==> config.mk <==
export PLATFORM = sky130hd
export DESIGN_NAME = aska_arb_flat
export DESIGN_NICKNAME = d
export VERILOG_FILES = /design/src/rtl/aska_arb_if.sv /design/src/rtl/aska_arb.sv /design/src/flat_wrapper.sv
export SDC_FILE = /design/constraint.sdc
export NUM_CORES = 1
export LEC_CHECK = 0
export ABC_AREA = 1
export CAP_MARGIN = 10
export CELL_PAD_IN_SITES_DETAIL_PLACEMENT = 1
export CELL_PAD_IN_SITES_GLOBAL_PLACEMENT = 1
export CORE_MARGIN = 8
export CORE_UTILIZATION = 29
export DETAILED_ROUTE_END_ITERATION = 8
export GPL_TIMING_DRIVEN = 0
export PLACE_DENSITY = 0.88
export SYNTH_ARGS = -nofsm -noshare
export SYNTH_HDL_FRONTEND = slang
export SYNTH_SLANG_ARGS = --single-unit
==> constraint.sdc <==
create_clock -name clk -period 2.2 [get_ports clk]
set_input_delay 0.44 -clock clk [delete_from_list [all_inputs] [get_ports clk]]
set_output_delay 0.44 -clock clk [all_outputs]
set_load 0.01 [all_outputs]
==> src/rtl/aska_arb_if.sv <==
// aska_arb_if: bundle of the channel-side requests and the pad-side outputs
// of the stimulation output-stage arbiter.
//   master : channel pulse generators (drive req/up/down/dac/fault_clr)
//   slave  : the arbiter (drives gnt, pad switches, DAC, busy, fault)
interface aska_arb_if #(
  parameter int SW_W  = 8,
  parameter int DAC_W = 6
);
  logic             req0;
  logic             req1;
  logic [SW_W-1:0]  up0;
  logic [SW_W-1:0]  up1;
  logic [SW_W-1:0]  down0;
  logic [SW_W-1:0]  down1;
  logic [DAC_W-1:0] dac0;
  logic [DAC_W-1:0] dac1;
  logic             fault_clr;
  logic             gnt0;
  logic             gnt1;
  logic [SW_W-1:0]  up_switches;
  logic [SW_W-1:0]  down_switches;
  logic [DAC_W-1:0] DAC;
  logic             busy;
  logic [1:0]       fault;

  modport master (
    output req0, req1, up0, up1, down0, down1, dac0, dac1, fault_clr,
    input  gnt0, gnt1, up_switches, down_switches, DAC, busy, fault
  );

  modport slave (
    input  req0, req1, up0, up1, down0, down1, dac0, dac1, fault_clr,
    output gnt0, gnt1, up_switches, down_switches, DAC, busy, fault
  );
endinterface

==> src/rtl/aska_arb.sv <==
// aska_arb: two-channel round-robin arbiter for the shared H-bridge and
// current DAC. Grants one channel at a time, registers the winner's switch
// and DAC controls to the pads, inserts an all-open dead time between grants,
// releases over-long grants (watchdog) and masks up/down shoot-through bits.
// Ports:
//   clk     : system clock
//   resetn  : asynchronous active-low reset
//   bus     : aska_arb_if.slave -- req/up/down/dac per channel and fault_clr
//             in; gnt0/gnt1, up_switches, down_switches, DAC, busy, fault out
module aska_arb #(
  parameter int SW_W     = 8,
  parameter int DAC_W    = 6,
  parameter int DEAD_CYC = 2,
  parameter int MAX_HOLD = 16
) (
  input  logic       clk,
  input  logic       resetn,
  aska_arb_if.slave  bus
);
  localparam int HW = $clog2(MAX_HOLD);
  localparam int DW = (DEAD_CYC > 1) ? $clog2(DEAD_CYC) : 1;

  localparam logic [HW-1:0] HOLD_ZERO = HW'(0);
  localparam logic [HW-1:0] HOLD_ONE  = HW'(1);
  localparam logic [HW-1:0] HOLD_LAST = HW'(MAX_HOLD - 1);
  localparam logic [DW-1:0] DEAD_ZERO = DW'(0);
  localparam logic [DW-1:0] DEAD_ONE  = DW'(1);
  localparam logic [DW-1:0] DEAD_LOAD = DW'(DEAD_CYC - 1);

  typedef enum logic [1:0] {
    ST_IDLE  = 2'd0,
    ST_GRANT = 2'd1,
    ST_DEAD  = 2'd2
  } state_t;

  state_t           state_r, state_n;
  logic [HW-1:0]    hold_r, hold_n;
  logic [DW-1:0]    dead_r, dead_n;
  logic             last_r, last_n;
  logic [1:0]       blk_r, blk_n;
  logic [1:0]       gnt_r, gnt_n;
  logic [SW_W-1:0]  up_r, up_n;
  logic [SW_W-1:0]  down_r, down_n;
  logic [DAC_W-1:0] dac_r, dac_n;
  logic             busy_r, busy_n;
  logic [1:0]       fault_r, fault_n;

  logic [1:0]       req_s;
  logic [1:0]       elig_s;
  logic             arb_ok_s;
  logic             arb_ch_s;
  logic             ld_ch_s;
  logic             load_s;
  logic [1:0]       fault_set_s;
  logic [SW_W-1:0]  up_sel_s;
  logic [SW_W-1:0]  down_sel_s;
  logic [DAC_W-1:0] dac_sel_s;
  logic [SW_W-1:0]  shoot_s;

  assign req_s = {bus.req1, bus.req0};

  // Arbitration winner and input mux for the channel whose controls load now.
  always_comb begin
    elig_s   = req_s & ~blk_r;
    arb_ok_s = |elig_s;
    if (elig_s == 2'b11) begin
      arb_ch_s = ~last_r;          // tie: the channel not served last
    end else if (elig_s == 2'b10) begin
      arb_ch_s = 1'b1;
    end else begin
      arb_ch_s = 1'b0;
    end
    // While granted, `last_r` is the owner; otherwise a load is a fresh grant.
    if (state_r == ST_GRANT) begin
      ld_ch_s = last_r;
    end else begin
      ld_ch_s = arb_ch_s;
    end
    if (ld_ch_s) begin
      up_sel_s   = bus.up1;
      down_sel_s = bus.down1;
      dac_sel_s  = bus.dac1;
    end else begin
      up_sel_s   = bus.up0;
      down_sel_s = bus.down0;
      dac_sel_s  = bus.dac0;
    end
    shoot_s = up_sel_s & down_sel_s;
  end

  // Next state, counters, block flags and next pad values.
  always_comb begin
    state_n     = state_r;
    hold_n      = hold_r;
    dead_n      = dead_r;
    last_n      = last_r;
    blk_n       = blk_r & req_s;   // a low request clears its block
    load_s      = 1'b0;
    fault_set_s = 2'b00;
    case (state_r)
      ST_IDLE: begin
        if (arb_ok_s) begin
          state_n = ST_GRANT;
          last_n  = arb_ch_s;
          hold_n  = HOLD_ZERO;
          load_s  = 1'b1;
        end else begin
          state_n = ST_IDLE;
        end
      end
      ST_GRANT: begin
        if (!req_s[last_r]) begin
          state_n = ST_DEAD;
          dead_n  = DEAD_LOAD;
        end else if (hold_r == HOLD_LAST) begin
          // Watchdog: channel stays blocked until it drops its request.
          state_n        = ST_DEAD;
          dead_n         = DEAD_LOAD;
          fault_set_s[0] = 1'b1;
          blk_n[last_r]  = 1'b1;
        end else begin
          hold_n = hold_r + HOLD_ONE;
          load_s = 1'b1;
        end
      end
      ST_DEAD: begin
        if (dead_r != DEAD_ZERO) begin
          dead_n = dead_r - DEAD_ONE;
        end else if (arb_ok_s) begin
          state_n = ST_GRANT;
          last_n  = arb_ch_s;
          hold_n  = HOLD_ZERO;
          load_s  = 1'b1;
        end else begin
          state_n = ST_IDLE;
        end
      end
      default: begin
        state_n = ST_IDLE;
      end
    endcase

    if (load_s) begin
      gnt_n          = ld_ch_s ? 2'b10 : 2'b01;
      up_n           = up_sel_s & ~shoot_s;
      down_n         = down_sel_s & ~shoot_s;
      dac_n          = dac_sel_s;
      fault_set_s[1] = |shoot_s;
    end else begin
      gnt_n  = 2'b00;
      up_n   = {SW_W{1'b0}};
      down_n = {SW_W{1'b0}};
      dac_n  = {DAC_W{1'b0}};
    end

    busy_n  = (state_n != ST_IDLE);
    // A set on the same edge as a clear wins for that bit.
    fault_n = (fault_r & ~{2{bus.fault_clr}}) | fault_set_s;
  end

  // State, counters and registered pad outputs.
  always_ff @(posedge clk or negedge resetn) begin
    if (!resetn) begin
      state_r <= ST_IDLE;
      hold_r  <= HOLD_ZERO;
      dead_r  <= DEAD_ZERO;
      last_r  <= 1'b1;
      blk_r   <= 2'b00;
      gnt_r   <= 2'b00;
      up_r    <= {SW_W{1'b0}};
      down_r  <= {SW_W{1'b0}};
      dac_r   <= {DAC_W{1'b0}};
      busy_r  <= 1'b0;
      fault_r <= 2'b00;
    end else begin
      state_r <= state_n;
      hold_r  <= hold_n;
      dead_r  <= dead_n;
      last_r  <= last_n;
      blk_r   <= blk_n;
      gnt_r   <= gnt_n;
      up_r    <= up_n;
      down_r  <= down_n;
      dac_r   <= dac_n;
      busy_r  <= busy_n;
      fault_r <= fault_n;
    end
  end

  assign bus.gnt0          = gnt_r[0];
  assign bus.gnt1          = gnt_r[1];
  assign bus.up_switches   = up_r;
  assign bus.down_switches = down_r;
  assign bus.DAC           = dac_r;
  assign bus.busy          = busy_r;
  assign bus.fault         = fault_r;
endmodule

==> src/flat_wrapper.sv <==
// flat-port wrapper written by rule: the top's interface ports become plain ports
module aska_arb_flat 
#(
  parameter int SW_W     = 8,
  parameter int DAC_W    = 6,
  parameter int DEAD_CYC = 2,
  parameter int MAX_HOLD = 16
)
  (clk, resetn, bus_req0, bus_req1, bus_up0, bus_up1, bus_down0, bus_down1, bus_dac0, bus_dac1, bus_fault_clr, bus_gnt0, bus_gnt1, bus_up_switches, bus_down_switches, bus_DAC, bus_busy, bus_fault);
  aska_arb_if #(.SW_W(SW_W), .DAC_W(DAC_W)) bus_i ();
  input  logic clk;
  input  logic resetn;
  input wire logic [$bits(bus_i.req0)-1:0] bus_req0;
  input wire logic [$bits(bus_i.req1)-1:0] bus_req1;
  input wire logic [$bits(bus_i.up0)-1:0] bus_up0;
  input wire logic [$bits(bus_i.up1)-1:0] bus_up1;
  input wire logic [$bits(bus_i.down0)-1:0] bus_down0;
  input wire logic [$bits(bus_i.down1)-1:0] bus_down1;
  input wire logic [$bits(bus_i.dac0)-1:0] bus_dac0;
  input wire logic [$bits(bus_i.dac1)-1:0] bus_dac1;
  input wire logic [$bits(bus_i.fault_clr)-1:0] bus_fault_clr;
  output wire logic [$bits(bus_i.gnt0)-1:0] bus_gnt0;
  output wire logic [$bits(bus_i.gnt1)-1:0] bus_gnt1;
  output wire logic [$bits(bus_i.up_switches)-1:0] bus_up_switches;
  output wire logic [$bits(bus_i.down_switches)-1:0] bus_down_switches;
  output wire logic [$bits(bus_i.DAC)-1:0] bus_DAC;
  output wire logic [$bits(bus_i.busy)-1:0] bus_busy;
  output wire logic [$bits(bus_i.fault)-1:0] bus_fault;
  assign bus_i.req0 = bus_req0;
  assign bus_i.req1 = bus_req1;
  assign bus_i.up0 = bus_up0;
  assign bus_i.up1 = bus_up1;
  assign bus_i.down0 = bus_down0;
  assign bus_i.down1 = bus_down1;
  assign bus_i.dac0 = bus_dac0;
  assign bus_i.dac1 = bus_dac1;
  assign bus_i.fault_clr = bus_fault_clr;
  assign bus_gnt0 = bus_i.gnt0;
  assign bus_gnt1 = bus_i.gnt1;
  assign bus_up_switches = bus_i.up_switches;
  assign bus_down_switches = bus_i.down_switches;
  assign bus_DAC = bus_i.DAC;
  assign bus_busy = bus_i.busy;
  assign bus_fault = bus_i.fault;
  aska_arb #(.SW_W(SW_W), .DAC_W(DAC_W), .DEAD_CYC(DEAD_CYC), .MAX_HOLD(MAX_HOLD)) u_core (.clk(clk), .resetn(resetn), .bus(bus_i));
endmodule
==> results_dict.tcl, run 1 <==
set metrics [dict create \
    outcome "complete, no violations" \
    ys_async_sr_fraction_pct 100 \
    synth_edf_count 0 \
    pin_count 76 \
    numCtsBuffers 5 \
    yosys_warnings 0 \
    netlist_instances 209 \
    required_ns 2.39 \
    whs_ns 0.233 \
    r2r_start "u_core.last_r" \
    synth_common_cells "nand2_1, dfrtp_1, nand3_1, nor2_1, inv_1" \
    grt_first_pass_wirelength_um 9210 \
    critPathMaxStageDelay_ns 0.51 \
    drive_gt1_share_pct 7.53 \
    cpMostUsedCell "nand2_1" \
    clock_sinks 37 \
    io_buffers 75 \
    hold_viol 0 \
    grt_pass1_vias 1938 \
    rrSetupSlack_ns 0.31 \
    nets 341 \
    p_per_area_nw_per_um2 1240 \
    hold_path.class "in2async" \
    synth.most_common_cell "nand2_1" \
    cts_tree "yes" \
    antenna_found_initial 0 \
    clk_pin_slew_ns 0.08 \
    syn_avg_cell_area_um2 8.16 \
    wirelength_um 5450 \
    cp_slowest_cell "clkdlybuf4s50_1" \
    total_power_mw 3.32 \
    die_area_um2 8590 \
    r2r-end "u_core.bus.fault[1]" \
    die_y_um 92.7 \
    ant_nets 0 \
    critical_path_class "in2reg" \
    drtIter0Drc 56 \
    vdd_drop_max_uv 475 \
    rsz0062_at_grt "no" \
    drc_errors 0 \
    first_pass_iters 4 \
    num_antenna_cells 0 \
    dpl_worst_slack_ns -0.226 \
    clock_latency_ns 0.30 \
    start_kind "input pin" \
    cap_violations 0 \
    cp.arrival_ns 2.19 \
    detail_route.wl_per_cell_um 14.9 \
    h-tree-depth 2 \
    clockBufferDepth 2 \
    post-dp-hpwl_um 4240 \
    ys_seq_area_share_pct 54.4 \
    worst_pin_slew_ns 0.812 \
    yosysTopAreaCell "dfrtp_1" \
    root_buffer "clkbuf_8" \
    synth.distinct_cells 21 \
    fin_skew_ns 0.00853 \
    startpoint "bus_req1" \
    synth_seq_cells 37 \
    coreArea_um2 5820 \
    slew_headroom_pct 45.9 \
    initial_core_util_pct 29.3 \
    fmax_mhz 500 \
    period_minus_slack_ns 2.00 \
    syn_area_um2 1710 \
    reg2regPathDepth 12 \
    drt-vias-per-instance 4.61 \
    synthesis.nets 259 \
    syn2layout_area_growth_pct 56.6 \
    ys.flop_type "dfrtp_1" \
    rows 28 \
    grt_max_degree 38 \
    slew_violations 0 \
    grt_overflow_total 0 \
    crit_chain "clkdlybuf4s50_1 > inv_1 > nor2_2 > nand3_4 > buf_4 > nand3_1 > nand2_1 > nand2_1 > nand2_1 > nor2_1 > nand2_1 > nand2_1 > nand2_1" \
    synth.top_cells.by_area "dfrtp_1, nand2_1, nand3_1" \
    synth_top_cell_area_share_pct 52.8 \
    grtUsageTotal_pct 13.4 \
    end_kind "register" \
    finalSetupViolations 0 \
    leakagePower_nw 1.29 \
    worst_slack_ns 0.200 \
    place_congestion 0.784 \
    die_w_um 92.7 \
    fin_crit_sh_pct 90.9 \
    crit_fanout 10 \
    via_count 1691 \
]
## registers in the layout, summed over array words and instances (netlist names)
signal	cells
u_core.hold_r	4
u_core.bus.DAC	6
u_core.dead_r	1
u_core.bus.fault	2
u_core.bus.up_switches	8
u_core.gnt_r	2
u_core.bus.busy	1
u_core.bus.down_switches	8
u_core.state_r	2
u_core.last_r	1
u_core.blk_r	2
## placed cells by master, fill, tap and decap left out, types with 2 or more instances in the layout
cell type | synthesis | final
nand2_1 | 76 | 76
clkdlybuf4s50_1 | 0 | 74
dfrtp_1 | 36 | 36
nand3_1 | 23 | 23
nor2_1 | 23 | 23
inv_1 | 15 | 15
a22o_1 | 6 | 6
a21oi_1 | 5 | 5
clkbuf_8 | 0 | 5
nor3_1 | 4 | 4
o21ai_0 | 4 | 4
buf_4 | 2 | 3
o21a_1 | 2 | 2
inv_2 | 2 | 2
nand2_2 | 2 | 2
buf_2 | 2 | 2
## power breakdown
part           switching (mW)  internal (mW)  leakage, nW
Combinational           0.950          0.728        0.746
Sequential              0.105          0.930        0.485
Clock                   0.262          0.339       0.0543
## through the flow
stage / cell area, µm² / instances / TNS, ns / util, %
after floorplan: 1710 / 209 / 0 / -
after global placement: 2550 / 359 / -5.94 / 43.8
after detailed placement: 2540 / 359 / -0.750 / 43.8
after CTS: 2660 / 367 / 0 / 45.7
after global routing: 2670 / 367 / 0 / 45.9
final: 2670 / 367 / 0 / 45.9
## routing by layer
layer,routed length [µm],share of wire (%),global-route usage [%]
met1,2230,41,15.3
met5,0,0,0
met4,114,2.1,5.50
met2,2620,48,22.2
met3,489,9.0,5.02
## worst max path at each step
stage                     endpoint  cells past startpoint
2_1_floorplan  u_core.bus.fault[1]                     12
3_3_place_gp   u_core.bus.fault[1]                     13
3_5_place_dp   u_core.bus.fault[1]                     13
4_1_cts        u_core.bus.fault[1]                     13
5_1_grt        u_core.bus.fault[1]                     13
6_report       u_core.bus.fault[1]                     13
## layout make-up
| type | instances | area [µm²] |
|---|---|---|
| sequential | 37 | 927 |
| timing repair buffer | 75 | 746 |
| clock buffer | 5 | 68.8 |
| clock inverter | 3 | 46.3 |
| inverter | 17 | 63.8 |
| tap | 75 | 93.8 |
| fill | 707 | 3150 |
| multi-input combinational | 150 | 686 |
| buffer | 5 | 38.8 |
## what timing repair did
action	in CTS	in global routing
buffers inserted	0	0
endpoints found under the setup margin	0	1
gates resized for setup	0	3
hold buffers	0	0
endpoints found under the hold margin	0	0
## worst max-delay path: cells and delay by family
family                 cells  cell delay [ns]
buffers and inverters      3             0.81
and+or+nand+nor           10             0.92
## cells by family (layout without fill, tap and decap cells)
kind of cell	count (synthesis)	count (layout)	share of synthesized area (%)
simple gates	131	131	32.1
flops	37	37	54.4
buf+inv	22	105	5.87
compound gates	18	18	6.97
fa+ha+maj	1	1	0.734
Power figures use the tool's default switching activity.
==> run 2, diff against run 1 <==
- CAP_MARGIN: 10 -> 40
==> results of run 2 <==
The final DEF is identical to that of run 1; final timing and power are the same.
